===== src/rtl/rv32i_types.sv =====
// Shared RV32I core types: branch history table counter encoding.
package rv32i_types;

    typedef enum logic [1:0] {
        SNT = 2'b00,
        WNT = 2'b01,
        WT  = 2'b10,
        ST  = 2'b11
    } bht_state_t;

    localparam bht_state_t BHT_RESET_STATE = WNT;

endpackage


===== src/rtl/sat_counter2.sv =====
// Next-state function of a 2-bit saturating branch counter.
module sat_counter2
    import rv32i_types::*;
(
    input  bht_state_t i_state,
    input  logic       i_taken,
    output bht_state_t o_next
);

    always_comb begin
        o_next = i_state;
        unique case (i_state)
            SNT: o_next = i_taken ? WNT : SNT;
            WNT: o_next = i_taken ? WT  : SNT;
            WT:  o_next = i_taken ? ST  : WNT;
            ST:  o_next = i_taken ? ST  : WT;
            default: o_next = i_state;
        endcase
    end

endmodule


===== src/rtl/branch_predictor.sv =====
// 2-bit counter branch predictor with EX-stage resolution, registered flush/redirect
// and saturating branch statistics.
module branch_predictor
    import rv32i_types::*;
#(
    parameter int unsigned ENTRIES = 64,
    parameter int unsigned width   = 32
) (
    input  logic             clk,
    input  logic             rst,
    input  logic [width-1:0] if_pc,
    output logic             if_pred_taken,
    input  logic             ex_valid,
    input  logic             ex_is_branch,
    input  logic             ex_stall,
    input  logic [width-1:0] ex_pc,
    input  logic [width-1:0] ex_target,
    input  logic             ex_pred_taken,
    input  logic             ex_br_en,
    output logic             flush,
    output logic [width-1:0] redirect_pc,
    output logic [31:0]      br_count,
    output logic [31:0]      mispred_count
);

    localparam int unsigned IDX_W = $clog2(ENTRIES);

    bht_state_t       r_table [ENTRIES];
    logic             r_flush;
    logic [width-1:0] r_redirect_pc;
    logic [31:0]      r_br_count;
    logic [31:0]      r_mispred_count;

    logic [IDX_W-1:0] w_if_idx;
    logic [IDX_W-1:0] w_ex_idx;
    bht_state_t       w_cur_state;
    bht_state_t       w_next_state;
    logic             w_res;
    logic             w_mispred;
    logic [width-1:0] w_redirect;
    logic             w_unused_pc_bits;

    assign w_if_idx = if_pc[IDX_W+1:2];
    assign w_ex_idx = ex_pc[IDX_W+1:2];
    assign w_unused_pc_bits = ^{if_pc[width-1:IDX_W+2], if_pc[1:0]};

    // Read returns the pre-update entry; no write bypass.
    assign if_pred_taken = r_table[w_if_idx][1];
    assign w_cur_state   = r_table[w_ex_idx];

    // The wrong-path instruction in EX during a flush cycle must not resolve.
    assign w_res      = ex_valid & ex_is_branch & ~ex_stall & ~r_flush;
    assign w_mispred  = w_res & (ex_br_en != ex_pred_taken);
    assign w_redirect = ex_br_en ? ex_target : ex_pc + width'(4);

    sat_counter2 u_sat_counter2 (
        .i_state (w_cur_state),
        .i_taken (ex_br_en),
        .o_next  (w_next_state)
    );

    always_ff @(posedge clk) begin
        if (rst) begin
            for (int i = 0; i < ENTRIES; i++) begin
                r_table[i] <= BHT_RESET_STATE;
            end
            r_flush         <= 1'b0;
            r_redirect_pc   <= '0;
            r_br_count      <= '0;
            r_mispred_count <= '0;
        end else begin
            r_flush <= w_mispred;
            if (w_mispred) begin
                r_redirect_pc <= w_redirect;
            end
            if (w_res) begin
                r_table[w_ex_idx] <= w_next_state;
                if (r_br_count != 32'hFFFF_FFFF) begin
                    r_br_count <= r_br_count + 32'd1;
                end
            end
            if (w_mispred && (r_mispred_count != 32'hFFFF_FFFF)) begin
                r_mispred_count <= r_mispred_count + 32'd1;
            end
        end
    end

    assign flush         = r_flush;
    assign redirect_pc   = r_redirect_pc;
    assign br_count      = r_br_count;
    assign mispred_count = r_mispred_count;

endmodule


===== config.mk =====
export PLATFORM = sky130hd
export DESIGN_NAME = branch_predictor
export DESIGN_NICKNAME = d
export VERILOG_FILES = /design/src/rtl/rv32i_types.sv /design/src/rtl/sat_counter2.sv /design/src/rtl/branch_predictor.sv
export SDC_FILE = /design/constraint.sdc
export NUM_CORES = 1
export LEC_CHECK = 0
export ABC_AREA = 0
export CORE_MARGIN = 3
export CORE_UTILIZATION = 25
export DETAILED_ROUTE_END_ITERATION = 16
export PLACE_DENSITY = 0.45
export SLEW_MARGIN = 20
export SYNTH_ARGS = -nofsm -noshare
export SYNTH_HDL_FRONTEND = slang
export SYNTH_SLANG_ARGS = --single-unit

===== constraint.sdc =====
create_clock -name clk -period 7.4 [get_ports clk]
set_clock_uncertainty 0.2 [all_clocks]
set_input_delay 1.48 -clock clk [delete_from_list [all_inputs] [get_ports clk]]
set_output_delay 1.48 -clock clk [all_outputs]
set_load 0.05 [all_outputs]

==> metrics.txt <==
proportion of synthesized flip-flops having asynchronous set or reset=0%; minimum clock period=6.28 ns; overall via count from detail_route=10025; Worst path slowest cell=sky130_fd_sc_hd__clkdlybuf4s50_1; die area=51000 µm²; starting utilization of the core area=25.6%; capturing element type of the critical path=output port; post-cts gate resize count=0; critical path data required time=5.72 ns; synthesized area divided by synthesized cell count=9.70 µm²; layout cells sized above 1=11.2%; pwr dens=201 nW/µm²; worst-skew pair later-pin latency=0.56 ns; worst supply voltage drop on vdd=161 µV; post-route setup TNS=0 ns; Max Clk Rate=159 MHz; CTS tree=built; first-pass GRT wire length=61.9 mm; register bit count reported by yosys=225; routability-driven placement congestion ratio=0.804; RSZ-0062 raised after global routing=no; antenna-violating nets left=0; number of hold-repair buffers added at the cts stage=0; remaining global-route overflow=0; Period Utilization, post-route=84.9%; Util after Layout=32.2%; # Post-CTS Setup Buffers=0; Die Height=226 µm; Cell variety after synth=66; Post-synth EDFFs=128; Netlist Area Pre-Place=12100 µm²; critical path start-end classification=in2out; CP arrival=4.60 ns; cell chain of the critical path=clkdlybuf4s50_1 -> buf_4 -> mux4_2 -> mux4_2 -> mux4_2 -> clkdlybuf4s50_1; cell count after synthesis=1244; antenna violations before repair=5; maxcap violations=0; cell occurring most often along the worst timing path=sky130_fd_sc_hd__mux4_2; via count normalized by instance count=4.97; area of the multi-input gates=5800 µm²; Detailed Route Iter0 Violations=684; CP Launch Type=primary input; via count of the first global-routing pass=10055; Sequential Area=5790 µm²; routed length on met1=18.0 mm; outcome=finished clean; Ports=201; clock-pin transition on the worst setup and hold timing paths=0.06 ns; half-perimeter wire length of the detailed placement result=27.8 mm; maximum fanout along the worst path=16; final setup fails=0; clock net sink count=225; count of nets after finishing=1492; row count=79; final-report max-slew violation count=0; number of levels the H-tree was split into=1; core area=47100 µm²; prevailing post-synth register cell=sky130_fd_sc_hd__edfxtp_1; largest net degree at the start of global routing=89; DRC violations left=0; CTS root buf=sky130_fd_sc_hd__clkbuf_16; CTS buffer count=29; Clock Path Buffers=3; post-synthesis net count=1350; leakage power=4.82 nW; final-report hold violation count=0; Synth-to-Final Area Change=25.9%; pin slew with the least headroom to its limit=1.08 ns; Crit path largest cell delay=0.71 ns; count of yosys warnings during synthesis=0; post-detailed-route wirelength per cell=20.1 µm; top routing layer in use=met5; number of port buffers=174; Die X=226 µm; register area share after synthesis=47.9%; Routed met3 length=3.53 mm; path type of the worst min-delay path=reg2reg; number of iterations in the first detailed-routing pass=4; fill count=4883; total wirelength of the detailed-routed design=40.4 mm; Max-slew headroom=27.7%; metal2 WL=18.1 mm; global-route usage over all layers=15.7%
[layout make-up]
| type | count | area share [%] |
|---|---|---|
| well taps | 607 | 5.00 |
| flip-flops and latches | 225 | 38.1 |
| multi-input cells | 917 | 38.1 |
| repair buffers | 194 | 12.4 |
| clock inverters | 18 | 0.980 |
| clock buffers | 35 | 4.92 |
| inverters | 19 | 0.469 |
| diodes | 1 | 0.0165 |
[metal layers]
metal / track usage (%) / vias to the layer above
met1: 21.2 / 4879
met5: 0 / -
li1: - / 4797
met3: 5.29 / 50
met2: 24.7 / 291
met4: 2.89 / 8
[stage by stage]
step / power (mW) / hold WS (ns) / area (µm²) / instances / worst slack [ns]
CTS: 3.11 / 0.258 / 15200 / 2015 / 1.08
global placement: 1.73 / 0.240 / 14300 / 1962 / 1.11
global route: 3.17 / 0.281 / 15200 / 2015 / 0.990
detailed placement: 1.73 / 0.247 / 14300 / 1962 / 1.09
floorplan: 1.60 / 0.471 / 12100 / 1244 / 1.91
finish: 3.06 / 0.256 / 15200 / 2016 / 1.12
[report_power, final]
group	switching (mW)	internal, mW	total, mW
sequential	0.0128	1.34	1.35
clock	0.569	0.787	1.36
combinational	0.222	0.130	0.351
[layout by cell type (no fill, tap or decap), drive strengths merged, types with 10 or more instances in the layout]
| master | instances |
|---|---|
| and3 | 15 |
| xor2 | 38 |
| o21ai | 39 |
| or3 | 16 |
| nand3 | 57 |
| a21oi | 35 |
| clkinv | 13 |
| nor4 | 10 |
| a21o | 12 |
| nor2 | 129 |
| and4 | 13 |
| clkbuf | 35 |
| mux4 | 26 |
| edfxtp | 128 |
| clkdlybuf4s50 | 170 |
| nor2b | 15 |
| dfxtp | 97 |
| xnor2 | 38 |
| mux2i | 40 |
| nand2 | 159 |
| nor3 | 78 |
| or2 | 49 |
| o22ai | 14 |
| inv | 19 |
| nand4 | 28 |
| buf | 24 |
[final timing paths]
| kind | startpoint | end | slack [ns] | depth (start not counted) |
|---|---|---|---|---|
| setup / recovery | if_pc[2] | if_pred_taken | 1.12 | 6 |
| setup reg to reg | r_table[2][1] | r_table[23][0] | 3.58 | 8 |
| hold reg to reg | redirect_pc[8] | redirect_pc[8] | 0.26 | 2 |
| hold / removal | redirect_pc[8] | redirect_pc[8] | 0.26 | 2 |
[state kept, by name, indices dropped and copies added (netlist names)]
| signal | count |
|---|---|
| r_table | 128 |
| br_count | 32 |
| mispred_count | 32 |
| redirect_pc | 32 |
| flush | 1 |
[cells in the mapped netlist (16+ instances only)]
cell | n | area share, %
sky130_fd_sc_hd__a21oi_1 | 35 | 1.5
sky130_fd_sc_hd__clkbuf_1 | 47 | 1.5
sky130_fd_sc_hd__dfxtp_1 | 97 | 16
sky130_fd_sc_hd__edfxtp_1 | 128 | 32
sky130_fd_sc_hd__inv_1 | 17 | 0.53
sky130_fd_sc_hd__mux2i_1 | 40 | 3.3
sky130_fd_sc_hd__mux4_2 | 26 | 4.9
sky130_fd_sc_hd__nand2_1 | 159 | 4.9
sky130_fd_sc_hd__nand3_1 | 57 | 2.4
sky130_fd_sc_hd__nand4_1 | 28 | 1.5
sky130_fd_sc_hd__nor2_1 | 127 | 3.9
sky130_fd_sc_hd__nor3_1 | 78 | 3.2
sky130_fd_sc_hd__o21ai_0 | 38 | 1.6
sky130_fd_sc_hd__or2_2 | 48 | 2.5
sky130_fd_sc_hd__or3_1 | 16 | 0.83
sky130_fd_sc_hd__xnor2_1 | 38 | 2.8
sky130_fd_sc_hd__xor2_1 | 38 | 2.8
[critical path, delay by kind of cell]
kind / cells / cell delay (ns)
buffers and inverters: 3 / 1.51
muxes: 3 / 1.59
[kinds of logic after synthesis]
group	count (synthesis)	share of synthesized area (%)
simple gates	602	24.5
xor+xnor	76	5.51
flops	225	47.9
buf+inv	102	4.23
mux	66	8.17
fa+ha+maj	5	0.497
compound gates	168	9.15
Note: power is estimated with default switching activity, not from simulation.
